<file path="src/rtl/uart_tx_param.sv">
// Parametrised UART transmitter: start bit, DATA_BITS data bits, optional parity,
// 1 or 2 stop bits, valid/ready input handshake with gap-free back-to-back frames.
module uart_tx_param #(
    parameter int CLKS_PER_BIT = 16,
    parameter int DATA_BITS    = 8,
    parameter int PARITY       = 0,
    parameter int STOP_BITS    = 1,
    parameter int LSB_FIRST    = 1
) (
    input  logic                 clk,
    input  logic                 rst,
    input  logic                 tx_valid,
    input  logic [DATA_BITS-1:0] tx_data,
    output logic                 tx_ready,
    output logic                 tx_busy,
    output logic                 dout
);

    if (PARITY < 0 || PARITY > 2 || (STOP_BITS != 1 && STOP_BITS != 2) ||
        CLKS_PER_BIT < 2 || CLKS_PER_BIT > 65535 || DATA_BITS < 5 || DATA_BITS > 9) begin : g_bad_params
        $fatal(1, "uart_tx_param: illegal parameter set");
    end

    localparam int BAUD_W = $clog2(CLKS_PER_BIT);
    localparam int BIT_W  = $clog2(DATA_BITS);
    localparam logic [BAUD_W-1:0] BAUD_LAST = BAUD_W'(CLKS_PER_BIT - 1);
    localparam logic [BIT_W-1:0]  DATA_LAST = BIT_W'(DATA_BITS - 1);
    localparam logic [BIT_W-1:0]  STOP_LAST = BIT_W'(STOP_BITS - 1);

    typedef enum logic [2:0] {
        S_IDLE   = 3'd0,
        S_START  = 3'd1,
        S_DATA   = 3'd2,
        S_PARITY = 3'd3,
        S_STOP   = 3'd4
    } state_t;

    state_t                r_state;
    logic [BAUD_W-1:0]     r_baud_cnt;
    logic [BIT_W-1:0]      r_bit_cnt;
    logic [DATA_BITS-1:0]  r_shift;
    logic                  r_parity;
    logic                  r_dout;

    state_t                w_state_nxt;
    logic [BAUD_W-1:0]     w_baud_nxt;
    logic [BIT_W-1:0]      w_bit_nxt;
    logic [DATA_BITS-1:0]  w_shift_nxt;
    logic                  w_parity_nxt;
    logic                  w_dout_nxt;
    logic                  w_tx_ready;
    logic                  w_tx_busy;

    logic [DATA_BITS-1:0]  w_shifted;
    logic                  w_cur_bit;
    logic                  w_next_bit;
    logic                  w_parity_in;
    logic                  w_baud_last;

    // w_cur_bit is the bit on the line now, w_next_bit the one after the shift.
    if (LSB_FIRST != 0) begin : g_lsb_first
        assign w_shifted  = {1'b0, r_shift[DATA_BITS-1:1]};
        assign w_cur_bit  = r_shift[0];
        assign w_next_bit = r_shift[1];
    end else begin : g_msb_first
        assign w_shifted  = {r_shift[DATA_BITS-2:0], 1'b0};
        assign w_cur_bit  = r_shift[DATA_BITS-1];
        assign w_next_bit = r_shift[DATA_BITS-2];
    end

    assign w_parity_in = (PARITY == 1) ? ~(^tx_data) : (^tx_data);
    assign w_baud_last = (r_baud_cnt == BAUD_LAST);

    always_comb begin
        // NOTE: every output of this block gets a default first so no path infers a latch.
        w_state_nxt  = r_state;
        w_baud_nxt   = w_baud_last ? '0 : r_baud_cnt + 1'b1;
        w_bit_nxt    = r_bit_cnt;
        w_shift_nxt  = r_shift;
        w_parity_nxt = r_parity;
        w_dout_nxt   = r_dout;
        w_tx_ready   = 1'b0;
        w_tx_busy    = 1'b1;

        case (r_state)
            S_IDLE: begin
                w_tx_ready = 1'b1;
                w_tx_busy  = 1'b0;
                w_baud_nxt = '0;
                w_bit_nxt  = '0;
                w_dout_nxt = 1'b1;
            end
            S_START: begin
                if (w_baud_last) begin
                    w_state_nxt = S_DATA;
                    w_bit_nxt   = '0;
                    w_dout_nxt  = w_cur_bit;
                end
            end
            S_DATA: begin
                if (w_baud_last) begin
                    if (r_bit_cnt == DATA_LAST) begin
                        w_bit_nxt = '0;
                        if (PARITY != 0) begin
                            w_state_nxt = S_PARITY;
                            w_dout_nxt  = r_parity;
                        end else begin
                            w_state_nxt = S_STOP;
                            w_dout_nxt  = 1'b1;
                        end
                    end else begin
                        w_bit_nxt   = r_bit_cnt + 1'b1;
                        w_shift_nxt = w_shifted;
                        w_dout_nxt  = w_next_bit;
                    end
                end
            end
            S_PARITY: begin
                if (w_baud_last) begin
                    w_state_nxt = S_STOP;
                    w_bit_nxt   = '0;
                    w_dout_nxt  = 1'b1;
                end
            end
            S_STOP: begin
                w_tx_ready = w_baud_last && (r_bit_cnt == STOP_LAST);
                if (w_baud_last) begin
                    if (r_bit_cnt == STOP_LAST) begin
                        w_state_nxt = S_IDLE;
                        w_bit_nxt   = '0;
                    end else begin
                        w_bit_nxt = r_bit_cnt + 1'b1;
                    end
                    w_dout_nxt = 1'b1;
                end
            end
            default: begin
                w_state_nxt = S_IDLE;
                w_baud_nxt  = '0;
                w_bit_nxt   = '0;
                w_dout_nxt  = 1'b1;
            end
        endcase

        // Accept overrides the stop-bit exit so a waiting word starts with no idle gap.
        if (tx_valid && w_tx_ready) begin
            w_state_nxt  = S_START;
            w_shift_nxt  = tx_data;
            w_parity_nxt = w_parity_in;
            w_baud_nxt   = '0;
            w_bit_nxt    = '0;
            w_dout_nxt   = 1'b0;
        end
    end

    always_ff @(posedge clk or posedge rst) begin
        if (rst) begin
            r_state    <= S_IDLE;
            r_baud_cnt <= '0;
            r_bit_cnt  <= '0;
            r_shift    <= '0;
            r_parity   <= 1'b0;
            r_dout     <= 1'b1;
        end else begin
            // NOTE: non-blocking updates so every register sees the pre-edge values.
            r_state    <= w_state_nxt;
            r_baud_cnt <= w_baud_nxt;
            r_bit_cnt  <= w_bit_nxt;
            r_shift    <= w_shift_nxt;
            r_parity   <= w_parity_nxt;
            r_dout     <= w_dout_nxt;
        end
    end

    assign tx_ready = w_tx_ready;
    assign tx_busy  = w_tx_busy;
    assign dout     = r_dout;

endmodule

</file>
<file path="config.mk">
export PLATFORM = sky130hd
export DESIGN_NAME = uart_tx_param
export DESIGN_NICKNAME = d
export VERILOG_FILES = /design/src/rtl/uart_tx_param.sv
export SDC_FILE = /design/constraint.sdc
export NUM_CORES = 1
export LEC_CHECK = 0
export BUFFER_PORTS_ARGS = -buffer_cell sky130_fd_sc_hd__buf_2
export CORE_MARGIN = 2
export CORE_UTILIZATION = 59
export CTS_CLUSTER_SIZE = 24
export DETAILED_ROUTE_END_ITERATION = 8
export HOLD_SLACK_MARGIN = 0.03
export PLACE_DENSITY = 0.81
export SETUP_SLACK_MARGIN = 0.15
export SKIP_CTS_REPAIR_TIMING = 1
export SYNTH_ARGS = -nofsm -noshare
export SYNTH_HDL_FRONTEND = slang
export SYNTH_SLANG_ARGS = --single-unit
</file>
<file path="constraint.sdc">
create_clock -name clk -period 4.5 [get_ports clk]
set_input_delay 0 -clock clk [delete_from_list [all_inputs] [get_ports clk]]
set_output_delay 0 -clock clk [all_outputs]
set_load 0.01 [all_outputs]
</file>
# Yosys cells after proc, flatten, opt, wreduce, memory -nomap -nowiden
# Cells that the tools add are included.
# totals
register_bits	19
wordCells	66
# op_classes
add_sub_neg	2
eq_ne	16
n_mux	30
reduce_logical	13
# op_table
cell	count
$mux W3	13
$mux W8	4
$ne A3 B3 Y1 const B	6
$pmux W3 S5	1
$mux W4	3
$pmux W3 S3	1
$reduce_and A3 Y1	3
$reduce_and A7 Y1	1
$eq A3 B2 Y1 const B	2
$eq A3 B3 Y1 const B	2
$logic_not A3 Y1	2
$mux W1	6
$ne A3 B1 Y1 const B	2
$add A4 B1 Y4 const B	1
$eq A4 B4 Y1 const B	1
$reduce_bool A2 Y1	2
$reduce_or A2 Y1	2
$reduce_or A4 Y1	1
$add A3 B1 Y3 const B	1
$eq A3 B1 Y1 const B	1
$pmux W1 S3	1
$logic_and A1 B1 Y1	2
$ne A2 B1 Y1 const B	1
$ne A2 B2 Y1 const B	1
$pmux W1 S2	1

# Longest topological paths before layout
# Gate-level depths: netlist (run 1).
# logic_depth
word_depth	6
depth_mapped	7
depth_no_buf	6

# Worst setup path after synthesis (run 1)
# No wires, ideal clock.
# synth_timing
path_type	reg-to-reg
from	reg r_bit_cnt[0]
to	reg r_dout, in the netlist dout
setup_time_ns	0.082
t_arrival_ns	1.708
required_time_ns	4.418
slack_ns	2.710
path_stages_with_launch	7
synth_period_minus_slack_ns	1.790
path_cell_list	dfrtp_1 -> ha_1 -> ha_1 -> or4b_1 -> o21ai_1 -> a21oi_2 -> mux2_4
# synth_via
elab_chain_len	6
word_cells_on_any_way	13
cone_classes	eq/ne: 4; mux: 5; reduce/logical: 4
# synth_rtl
item	line_no	text
from (decl)	40	logic [BIT_W-1:0] r_bit_cnt;
from (signal assigned)	168	r_bit_cnt <= w_bit_nxt;
$logic_not A3 Y1	126	w_tx_ready = w_baud_last && (r_bit_cnt == STOP_LAST);
$logic_and A1 B1 Y1	126	
$pmux W1 S2	85	case (r_state)
$logic_and A1 B1 Y1	146	if (tx_valid && w_tx_ready) begin
$ne A3 B3 Y1 (no source line) or $ne A3 B1 Y1 (tied branches)	-	
$reduce_and A3 Y1 (no source line)	-	
to (signal assigned)	171	r_dout <= w_dout_nxt;
to (decl)	43	logic r_dout;
# Several ways; a longest one is shown, not always the timed one. The select of a mux whose other input is x is not followed.
# A chain may end at the register's enable or synchronous reset.

# Worst setup path after layout (run 1)
# layout_timing
from	reg r_state[0]
to	reg r_shift[6]
# layout_via
elab_chain_len	5
word_cells_on_any_way	10
cone_classes	eq/ne: 3; mux: 2; reduce/logical: 5
# layout_rtl
item	line_no	text
from (decl)	38	state_t r_state;
from (signal assigned)	166	r_state <= w_state_nxt;
$eq A3 B3 Y1 or $logic_not A3 Y1 (tied branches)	85	
$pmux W1 S2	85	
$logic_and A1 B1 Y1	146	
$ne A2 B1 Y1 (no source line) or $reduce_bool A2 Y1 (tied branches)	-	
$reduce_and A3 Y1 (no source line)	-	
to (signal assigned)	169	r_shift <= w_shift_nxt;
to (decl)	41	logic [DATA_BITS-1:0] r_shift;
# Several ways; a longest one is shown, not always the timed one.

==> impl.org, run 1 <==
** Yosys
- Post-synth net total :: 108
- The synthesized netlist occupies a cell area of 1050 um2.
- Average size of a mapped cell :: 11.3 um2
- Yosys reg bits :: 19
- Yosys warnings :: 0
- Number of enable-type register cells in the synthesized netlist :: 0
- Cell variety after synth :: 39
- For this run, the register share of the synthesized area comes to 45.4%.
- Synthesis handed over a netlist of 93 instances.
- Fraction of synthesis flops using an asynchronous set or reset pin :: 100%
- In the synthesized netlist the dominant register cell turns out to be dfrtp_1.

** Global route
- First-pass GRT wire length :: 3140 um
- Number of global-route vias before repair :: 694
- For met1 alone, demand over resource in global routing was 30.3%.
- GRT Resource Usage Total :: 21.7%
- Top Usage Layer GRT :: met2
- Entering global routing, the biggest net connects 20 pins.
- Global routing consumed, on the met3 layer, 4.71% of the routing resources.
- For this run, global-route usage on met2 was measured as 30.8%.
- The number of antenna violations at the first check in global routing is 0.
- After global routing the overflow that remains totals 0.

** Clock network
- In this run the number of H-tree levels came out at 1.
- After clock tree synthesis, the clock-pin slew on the worst setup and hold paths is 0.11 ns.
- TritonCTS built the clock tree.
- Sink Count :: 19
- Clock tree root driver cell :: clkbuf_4
- Counting along the longest clock path gives a buffer depth of 2.
- Worst skew pair latency :: 0.31 ns
- CTS Buf Count :: 3

** Worst hold path
- The tightest min-delay check is of the in -> reg type.

** Setup path
- For this design, the slowest cell found on the critical path is o31ai_4.
- Sort of element at the end of the critical path :: flip-flop
- Combined buffer and inverter count along the critical path :: 0
- The worst register-to-register path has a setup slack of 2.43 ns.
- Data on the critical path is required at its endpoint by 4.71 ns.
- STA classifies the critical path startpoint as a flip-flop.
- Top fanout value on the critical path :: 16
- The critical path in this run is classified as reg -> reg.
- Kind of cell with the highest combined delay on the critical path :: compound AO/OA/AOI/OAI gates
- Delay contributed by the slowest stage of the critical path :: 0.59 ns
- Data arrives at the worst endpoint at 2.28 ns.
- Critical Path, Cell by Cell :: or2_1 -> o31ai_4 -> nor2_1 -> a21o_1

** Place
- The count of buffers added on input and output ports is 13.
- DP Wirelength :: 1420 um
- At the placement stage, the worst setup path has a slack of 2.46 ns.
- At the end of routability-driven placement, the weighted congestion stood at 0.776.

** Drt
- The routed layout has 774 vias.
- The count of nets left with antenna violations once routing finished came out at 0.
- Mean number of vias per cell :: 5.57
- The first routing iteration left 13 violations.
- Wires add up to 2020 um.
- Detailed-router iteration count before antenna repair :: 4
- After detailed routing, the number of remaining DRC violations is 0.
- Detailed-route wire length per cell :: 14.5 um

** Timing
- Headroom to the max-slew limit came out at 53.2%.
- After layout, the worst setup slack is 2.43 ns.
- Setup repair after global routing left no endpoint under its margin.
- Setup TNS Final :: 0 ns
- At the pin with the least slew margin, the transition time is 0.701 ns.
- Setup violators final :: 0
- Final hold violation count :: 0
- The clock arrives with 0.00773 ns of skew.
- In the finished design, the share of the clock period the worst path needs comes to 46.0%.
- Minimum clock period :: 2.07 ns
- The tightest hold path in the finished design has a slack of 0.0403 ns.
- Derived from the worst setup path, the maximum achievable clock frequency is 484 MHz.
- Max-slew violation count :: 0

** Die
- The floorplan has 15 rows.
- The die is 46.2 um tall.
- Die Area :: 2130 um2
- In this run the horizontal extent of the chip is 46.2 um.
- The core region is 1710 um2.
- Initial standard-cell utilization of the core :: 61.5%
- Top-level port count :: 14

** Status
- Outcome :: completed

** Layout
- Compared with the post-synthesis result, the final layout area differs by 15.4%.
- Antenna Diode Count :: 0
- The final layout contains 130 nets.
- Of the cells placed in the final design, the portion with a size suffix greater than 1 is 22.8%.
- The filler cells instantiated in the layout total 119.

** Power
- Power density normalized to cell area :: 497 nW/um2
- Summed over all cells, the static leakage comes to 0.000582 uW.
- VDD sags by at most 309 uV.

** Run
- Max-capacitance violation count :: 0
-- cells in the final DEF, fill, tap and decap left out, types with 2 or more instances in the layout --
master and instances:
dfrtp_1 18, buf_2 13, dlygate4sd3_1 8, nor2_1 6, a22o_1 6, a21o_1 6
nand2b_1 5, nand2_1 5, inv_1 4, ha_1 4, clkbuf_4 3, nand3_1 2
o21ai_1 2, o21ai_0 2, a2bb2oi_1 2, xnor2_1 2, mux2_2 2, xor2_1 2
-- per-layer routing --
layer	wire length, um	up-vias	part of all wire (%)
li1	-	378	-
met1	949	374	47
met2	967	17	48
met3	54	5	2.7
met4	49	0	2.4
met5	0	-	0
-- final cells by class --
cell class,instances,area (um2),share of cell area [%]
clock buffers,3,22.5,1.86
well taps,25,31.3,2.58
clock inverters,1,5.00,0.413
inverters,4,15.0,1.24
multi-input cells,66,517,42.6
flip-flops and latches,19,477,39.3
repair buffers,21,145,12.0
-- cell usage after synthesis (4+ instances only) --
cell type,count,area [um2]
dfrtp_1,18,450
a21o_1,6,45.0
a22o_1,6,52.6
nor2_1,6,22.5
nand2_1,5,18.8
nand2b_1,5,31.3
ha_1,4,50.1
inv_1,4,15.0
-- stage by stage --
stage | power (uW) | utilization (%) | instance area, um2 | cells
global placement | 498 | 64.7 | 1100 | 127
floorplan | 465 | - | 1050 | 93
finish | 603 | 71.0 | 1210 | 139
detailed placement | 510 | 64.7 | 1100 | 127
global route | 641 | 71.0 | 1210 | 139
CTS | 596 | 66.3 | 1130 | 131
-- registers in the layout, summed over array words and instances, names as in the netlist --
register	cells
dout	1
r_baud_cnt	4
r_bit_cnt	3
r_shift	8
r_state	3
-- path summary, 6_finish.rpt --
check	cells after the start	from	endpoint
max in group asynchronous	3	rst	r_state[2]$_DFFE_PP0P_
hold reg to reg	1	r_baud_cnt[0]$_DFF_PP0_	r_baud_cnt[0]$_DFF_PP0_
hold / removal	3	tx_data[6]	r_shift[6]$_DFFE_PP0P_
min in group asynchronous	3	rst	r_baud_cnt[2]$_DFF_PP0_
setup reg to reg	4	r_state[0]$_DFFE_PP0P_	r_shift[6]$_DFFE_PP0P_
setup / recovery	4	r_state[0]$_DFFE_PP0P_	r_shift[6]$_DFFE_PP0P_
-- logic make-up (layout without fill, tap and decap cells) --
group	count (synthesis)	count (layout)	share of synthesized area, %
AOI/OAI and AO/OA	25	25	19.2
xor gates and xnor gates	4	4	3.33
adders and majority gates	4	4	4.76
buffers and inverters	8	29	5.47
DFF	19	19	45.4
muxes	4	4	4.52
and+or+nand+nor	29	29	17.4
-- worst register-to-register path, stage by stage (launching register included) --
cell	delay, ns
dfrtp_1	0.52
or2_1	0.33
o31ai_4	0.59
nor2_1	0.29
a21o_1	0.25
-- where the power goes --
part,internal (uW),switching (uW),total (uW)
Clock,33.2,55.7,88.9
Combinational,112,105,217
Sequential,239,58.4,297
Note: power is estimated with default switching activity, not from simulation.
==> run 2: changes to the inputs <==
Settings changed: ABC_AREA set to 1, CORE_UTILIZATION 59 to 56, PLACE_DENSITY 0.81 to 0.77.
Clock period 4.5 ns to 2.04 ns, I/O delays scaled along.
==> impl.org, run 2 <==
** Layout
- Most used cells in the layout excluding fill and tap cells :: nand2_1, nand3_1, inv_1, dfrtp_1, buf_2
- Layout cell share with drive strength beyond 1 :: 19.4% (-3.4 points)
- The number of filler cells placed in the layout is 181 (+52%).
- Most common cell after layout, fill and taps aside :: nand2_1
- From synthesis to final layout, the design area changed by 11.6%.
- Largest registers :: r_shift x8, r_baud_cnt x4
- Most flops, register :: r_shift
- Antenna Diode Count :: 0 (unchanged)
- Storage element area :: 477 um2 (unchanged)
- The count of placed standard cells in the final layout, fillers left out was 187 (+35%).
- Layout Nets :: 176 (+35%)
- Post-Route Utilization :: 65.0% (-6.0 points)
- Max FFs per register :: 8 (unchanged)
- Combined area of the multi-input logic cells :: 551 um2 (+6.5%)

** Place
- The global placement routability congestion was 0.876 (+13%).
- The cell total after placement came to 181 (+43%).
- Post-placement worst setup slack :: 0.500 ns (-1.96 ns)
- DP Wirelength :: 1630 um (+15%)
- Port bufs :: 13 (unchanged)

** Clock network
- Clock-pin slew reported for the worst setup and hold paths after clock tree synthesis :: 0.11 ns (about the same)
- Clock tree root driver cell :: clkbuf_4
- The clock tree buffer depth came to 2 (unchanged).
- Sink Count :: 19 (unchanged)
- TritonCTS built the clock tree.
- Deepest level of the CTS H-tree :: 1 (unchanged)
- The clock insertion delay at the later pin of the skew report is 0.30 ns (about the same).
- The TritonCTS buffer count was 3 (unchanged).

** Setup path
- Register-to-Register Path Depth :: 9 (+5)
- The worst register-to-register path begins at r_bit_cnt[0]$_DFFE_PP0P_.
- The combined buffer and inverter count along the critical path was 2 (+2).
- Worst reg2reg path endpoint :: r_bit_cnt[1]$_DFFE_PP0P_
- Sort of element at the end of the critical path :: flip-flop
- Traced cell by cell, the critical path runs through inv_1 -> ha_1 -> inv_1 -> nor2_1 -> nand3_1 -> nand2_4 -> nand2_2 -> nand3_1 -> o21ai_0.
- Critical path required time :: 2.23 ns (-2.48 ns)
- STA classifies the critical path startpoint as a flip-flop.
- The kind of cell with the highest combined delay along the critical path is simple AND/OR/NAND/NOR gates.
- The critical path in this run is classified as reg -> reg.
- The delay of the slowest cell on the worst path was 0.41 ns (-0.18 ns).
- The worst-path maximum fanout was 12 (-4).
- The arrival time of data at the critical path endpoint is 1.74 ns (-0.54 ns).
- The worst reg-to-reg setup slack was 0.48 ns (-1.95 ns).
- The slowest stage of the critical path belongs to the cell dfrtp_1.

** Yosys
- Number of enable-type register cells in the synthesized netlist :: 0 (unchanged)
- The share of the synthesized area in the top cell type came to 40.3% (-2.6 points).
- Sequential area share after synthesis :: 42.6% (-2.7 points)
- Yosys reg bits :: 19 (unchanged)
- The number of different library cells in the post-synthesis netlist is 25 (-36%).
- Among all cell types in the netlist, the one instantiated most often is nand2_1.
- Yosys warnings :: 0 (unchanged)
- Top cells by area, synth :: dfrtp_1, nand2_1, nand3_1
- Leading register cell type out of synthesis :: dfrtp_1
- By count the netlist is led by nand2_1, nand3_1, dfrtp_1, inv_1, nor2_1.
- The mapped cell area was 1120 um2 (+6.4%).
- The async set-or-reset flop fraction in the synthesized netlist came to 100% (unchanged).
- The total nets after synthesis is 158 (+46%).
- Top cell type by total area after synthesis :: dfrtp_1
- Average size of a mapped cell :: 7.82 um2 (-31%)
- Gate count after technology mapping :: 143 (+54%)

** Timing
- Portion of the clock cycle consumed by the worst path in the final layout :: 76.4% (+30 points)
- Final Skew :: 0.00496 ns (-0.00277 ns)
- Worst slack on hold paths :: -0.00292 ns (-0.0432 ns)
- The post-layout minimum cycle time came to 1.56 ns (-0.509 ns).
- Setup repair after global routing missed its margin :: false
- Final hold violation count :: 1 (+1)
- Setup violators final :: 0 (unchanged)
- Max-slew violation count :: 0 (unchanged)
- Setup TNS Final :: 0 ns (unchanged)
- The smallest setup slack after layout was 0.481 ns (-1.95 ns).
- Worst slew pin tran :: 0.711 ns (+0.0104 ns)
- The peak clock frequency supported by timing is 641 MHz (+33%).
- The worst max-slew margin expressed relative to the limit was 52.5% (-0.69 points).

** Status
- The flow ran to the end, but the final reports show violations.
- The final reports fail on negative hold slack.

** Global route
- The first-pass GRT wire length came to 4020 um (+28%).
- Number of global-route vias before repair :: 947 (+36%)
- The maximum number of pins on one net before global-route repair was 20 (unchanged).
- The number of antenna violations at the first check in global routing came to 0 (unchanged).
- The global-route total usage across every layer was 21.5% (-0.17 points).
- The sum of overflow across all layers after global routing was 0 (unchanged).

** Power
- IR drop worst, VDD :: 458 uV (+48%)
- The static leakage power was 0.000636 uW (+9.2%).
- Tot Pwr :: 588 uW (-2.4%)
- The total power per unit cell area is 471 nW/um2 (-5.3%).

** Die
- Die Ht :: 48.7 um (+5.4%)
- The number of placed I/O pins came to 14 (unchanged).
- The die width came to 48.7 um (+5.4%).
- The area enclosed by the die boundary was 2370 um2 (+11%).
- The starting density of the core came to 58.2% (-3.3 points).
- Row cnt :: 16 (+1)
- The area of the core came to 1920 um2 (+13%).

** Drt
- The wire length per cell came to 12.0 um (-17%).
- The via-per-instance ratio was 5.19 (-6.7%).
- DRC violation count after routing :: 0 (unchanged)
- Detailed-router iteration count before antenna repair :: 4 (unchanged)
- Total length of routed wires :: 2250 um (+11%)
- The number of vias in the routed layout was 971 (+25%).
- Antenna Nets Post-Route :: 0 (unchanged)
- The DRC violation total after the first TritonRoute iteration was 23 (+10).

** Worst hold path
- In this run the worst hold path is classified as in -> reg.
- The startpoint identified for the worst hold timing path is tx_data[2].
- Hold-critical path endpoint :: r_shift[2]$_DFFE_PP0P_
- WHS Path Cells :: 5 (+2)

** Run
- The reported max-cap violation count was 0 (unchanged).
## run 2: changes by cell type in the layout (fill, tap and decap cells not counted), moves of 3 or more
cell,delta
nand2_1,+35
nand3_1,+28
inv_1,+14
a21o_1,-6
a22o_1,-6
dlygate4sd3_1,-6
nand2b_1,-5
nand2_4,+3
## run 2: power by group
group          switching [uW]  total, uW  internal (uW)
Clock                     116        189           73.0
Combinational            13.1       22.7           9.59
Sequential                  0        377            377
## run 2: routing by layer
metal	global-route usage, %	wire (um)	share of wire (%)	vias to the layer above
li1	-	-	-	492
met1	28.0	1030	46	457
met2	35.8	1110	49	20
met3	2.78	89	4.0	2
met4	9.52	14	0.62	0
met5	0	0	0	-
## run 2: cell families (layout without fill, tap and decap cells)
group / Yosys count / count (layout) / share of synthesized area (%)
adder cells (fa/ha/maj): 4 / 4 / 4.47
buffers and inverters: 22 / 39 / 8.16
AO/OA/AOI/OAI: 7 / 7 / 3.58
XOR/XNOR: 1 / 1 / 0.783
flip-flops: 19 / 19 / 42.6
AND/OR/NAND/NOR: 90 / 90 / 40.4
## run 2: worst register-to-register path: cells and delay by family, from the launching register on
kind | cells | cell delay [ns]
DFF | 1 | 0.41
adders and majority gates | 1 | 0.16
AOI/OAI and AO/OA | 1 | 0.09
buffers and inverters | 2 | 0.14
and+or+nand+nor | 5 | 0.65
## run 2: cell type report
| cell class | count | area share [%] |
|---|---|---|
| Inverter | 20 | 6.01 |
| Timing Repair Buffer | 15 | 6.81 |
| Tap cell | 27 | 2.71 |
| Clock inverter | 1 | 0.401 |
| Sequential cell | 19 | 38.2 |
| Clock buffer | 3 | 1.80 |
| Multi-Input combinational cell | 102 | 44.1 |
## run 2: worst max path at each step
stage                                        start  cells past startpoint  slack, ns                       end
final                     r_bit_cnt[0]$_DFFE_PP0P_                      9       0.48  r_bit_cnt[1]$_DFFE_PP0P_
after global routing      r_bit_cnt[0]$_DFFE_PP0P_                      9       0.35  r_bit_cnt[1]$_DFFE_PP0P_
after CTS                 r_bit_cnt[0]$_DFFE_PP0P_                      8       0.48    r_shift[1]$_DFFE_PP0P_
after detailed placement   r_baud_cnt[0]$_DFF_PP0_                      8       0.50  r_bit_cnt[1]$_DFFE_PP0P_
after global placement     r_baud_cnt[0]$_DFF_PP0_                      7       0.54   r_baud_cnt[1]$_DFF_PP0_
after floorplan           r_bit_cnt[0]$_DFFE_PP0P_                      8       0.64    r_shift[0]$_DFFE_PP0P_
## run 2: metrics by stage
stage | hold WS [ns] | cell area (um2)
2_1_floorplan | -0.0496 | 1120
3_3_place_gp | 0.149 | 1200
3_5_place_dp | 0.158 | 1200
4_1_cts | -0.187 | 1230
5_1_grt | 0.0363 | 1250
6_report | -0.00292 | 1250
==> run 3: changes to the inputs <==
Settings changed: ABC_AREA 1 to 0, CORE_UTILIZATION 56 to 55.
Clock period 2.04 ns to 1.6 ns, I/O delays scaled along.
==> impl.org, run 3 (same netlist as run 1, synthesis figures left out) <==
** Timing
- Worst slew pin tran :: 0.732 ns (+0.0209 ns)
- The count of endpoints failing setup in the final report came to 12 (+12).
- Minimum clock period :: 1.81 ns (+0.252 ns)
- Final hold violation count :: 0 (-1)
- Setup TNS Final :: -1.32 ns (-1.32 ns)
- The post-route clock period utilization is 113% (+37 points).
- The worst clock skew on the final layout was 0.00786 ns (+0.00290 ns).
- Setup repair after global routing missed its margin :: true
- The smallest setup slack after layout came to -0.211 ns (-0.692 ns).
- The max-slew violation count was 0 (unchanged).
- The peak clock frequency supported by timing was 552 MHz (-14%).
- Worst slew margin relative to its limit :: 51.1% (-1.4 points)

** Drt
- DRC violation count after routing :: 0 (unchanged)
- Number of violations reported at the end of detailed-routing iteration 0 :: 25 (+8.7%)
- The number of vias in the routed layout came to 960 (-1.1%).
- Total length of routed wires :: 3330 um (+48%)
- Detailed-router iteration count before antenna repair :: 4 (unchanged)
- The via-per-instance ratio was 5.78 (+11%).
- Antenna Nets Post-Route :: 0 (unchanged)
- The wire length per cell is 20.1 um (+67%).

** Layout
- Max FFs per register :: 8 (unchanged)
- The library cell used most frequently in the layout, excluding fill and tap cells, is dfrtp_1.
- Leaving out fill and tap cells, the most frequent cells in the layout are dfrtp_1, buf_4, buf_2.
- Largest registers :: r_shift x8, r_baud_cnt x4
- The diode insertion count for antenna repair was 0 (unchanged).
- The area growth from synthesis to layout is 53.9%.
- The register with the most flip-flops in the final layout is r_shift.
- The number of filler cells placed in the layout came to 77 (-57%).
- The fraction of final layout cells with drive strength greater than 1 is 51.1% (+32 points).
- The total number of nets in the final design is 157 (-11%).
- Number of non-filler instances in the completed layout :: 166 (-11%)

** Power
- Reg power frac :: 36.7% (-27 points)
- Sw frac :: 37.7% (+16 points)
- The highest ir drop seen on vdd was 996 uV (+120%).
- The static leakage power is 0.000744 uW (+17%).
- The total net switching power was 832 uW (+550%).
- Fraction of power consumed by combinational cells :: 52.1% (+48 points)
- Clock share of power :: 11.3% (-21 points)
- The internal power consumption is 1370 uW (+200%).
- Power density normalized to cell area :: 1360 nW/um2 (+190%)

** Run
- Max-capacitance violation count :: 0 (unchanged)

** Die
- Row cnt :: 15 (-1)
- The area enclosed by the die boundary was 2280 um2 (-4.0%).
- Top-level port count :: 14 (unchanged)
- Die Ht :: 47.7 um (-2.0%)
- Horiz. Die Dim :: 47.7 um (-2.0%)
- The starting density of the core was 59.6% (+1.4 points).
- The area of the core came to 1760 um2 (-8.2%).

** Place
- DP Wirelength :: 1530 um (-6.0%)
- Routability congestion estimate from global placement :: 0.851 (-2.8%)
- Port bufs :: 13 (unchanged)
- Post-Place Cells :: 143 (-21%)

** Setup path
- STA classifies the critical path startpoint as a flip-flop.
- Walking the worst path, the cells encountered are ha_4 -> ha_4 -> or4b_1 -> o21ai_1 -> a21oi_2 -> mux2_4.
- Signal arrival time at the worst endpoint :: 2.04 ns (+0.30 ns)
- Critical path required time :: 1.83 ns (-0.40 ns)
- Among all stages on the critical path, the largest delay is contributed by or4b_1.
- The worst-path maximum fanout was 2 (-10).
- Delay contributed by the slowest stage of the critical path :: 0.50 ns (+0.09 ns)
- Grouping stages by cell kind, the critical path spends the most delay in simple AND/OR/NAND/NOR gates.
- The critical path is of the reg -> reg type.
- STA classifies the critical path endpoint as a flip-flop.
- Counting stages on the worst path, the most repeated cell is ha_4.
- The combined buffer and inverter count along the critical path came to 0 (-2).

** Worst hold path
- In this run the worst hold path is classified as in -> reg.

** Clock network
- The clock tree buffer depth is 2 (unchanged).
- Sink Count :: 19 (unchanged)
- The clock insertion delay at the later pin of the skew report was 0.30 ns (about the same).
- The TritonCTS buffer count was 3 (unchanged).
- TritonCTS built the clock tree.
- Deepest level of the CTS H-tree :: 1 (unchanged)
- Clock-pin slew reported for the worst setup and hold paths after clock tree synthesis :: 0.11 ns (about the same)
- Clock tree root driver cell :: clkbuf_4

** Global route
- First-pass GRT wire length :: 3450 um (-14%)
- The number of global-route vias before repair is 785 (-17%).
- The number of antenna violations at the first check in global routing is 0 (unchanged).
- The sum of overflow across all layers after global routing was 0 (unchanged).
- GRT Resource Usage Total :: 21.9% (+0.47 points)
- The maximum number of pins on one net before global-route repair was 20 (unchanged).

** Status
- The final reports fail on negative setup slack.
- Outcome :: finished with violations
-- run 3: final timing paths --
check | from | to | slack [ns] | depth (start not counted)
worst max-delay path | r_bit_cnt[1]$_DFFE_PP0P_ | dout$_DFFE_PP1P_ | -0.21 | 6
worst min-delay path | tx_data[0] | r_shift[0]$_DFFE_PP0P_ | 0.01 | 3
worst max register to register | r_bit_cnt[1]$_DFFE_PP0P_ | dout$_DFFE_PP1P_ | -0.21 | 6
worst min register to register | r_shift[2]$_DFFE_PP0P_ | r_shift[2]$_DFFE_PP0P_ | 0.51 | 1
max in group asynchronous | rst | r_bit_cnt[0]$_DFFE_PP0P_ | 0.72 | 3
min in group asynchronous | rst | r_shift[7]$_DFFE_PP0P_ | 0.38 | 3
-- run 3: metrics by stage --
| stage | setup slack (ns) | hold slack (ns) | power (uW) | cell area, um2 | util (%) |
|---|---|---|---|---|---|
| floorplan | -0.106 | -0.0496 | 1320 | 1070 | - |
| global placement | -0.230 | 0.145 | 1560 | 1250 | 70.7 |
| finish | -0.211 | 0.0103 | 2200 | 1620 | 91.7 |
| detailed placement | -0.272 | 0.139 | 1590 | 1250 | 70.7 |
| CTS | -0.289 | -0.182 | 1830 | 1270 | 72.2 |
| global route | -0.252 | 0.0144 | 2310 | 1620 | 91.7 |
-- run 3: metal layers --
metal	global-route usage (%)	wire, um	up-vias
met2	36.5	1730	38
met5	0	0	-
met4	4.86	76	0
met1	29.5	1400	476
met3	4.53	128	8
li1	-	-	438
-- run 3: power groups by stage --
| stage | sequential (uW) | clock (uW) | combinational, uW |
|---|---|---|---|
| floorplan | 776 | 0 | 547 |
| global placement | 776 | 0 | 781 |
| detailed placement | 785 | 0 | 807 |
| CTS | 777 | 242 | 808 |
| global route | 827 | 268 | 1210 |
| finish | 808 | 248 | 1150 |
-- run 3: layout make-up --
type | count | area, um2 | area share [%]
clock buffers | 4 | 26.3 | 1.62
flip-flops and latches | 19 | 478 | 29.5
inverters | 4 | 15.0 | 0.928
repair buffers | 48 | 434 | 26.8
well taps | 25 | 31.3 | 1.93
multi-input cells | 66 | 633 | 39.1
-- run 3: worst reg2reg max path: cells and delay by family, from the launching register on --
| kind | cells | cell delay (ns) |
|---|---|---|
| AND/OR/NAND/NOR | 1 | 0.50 |
| AO/OA/AOI/OAI | 2 | 0.17 |
| adder cells (fa/ha/maj) | 2 | 0.36 |
| flip-flops | 1 | 0.46 |
| multiplexers | 1 | 0.25 |
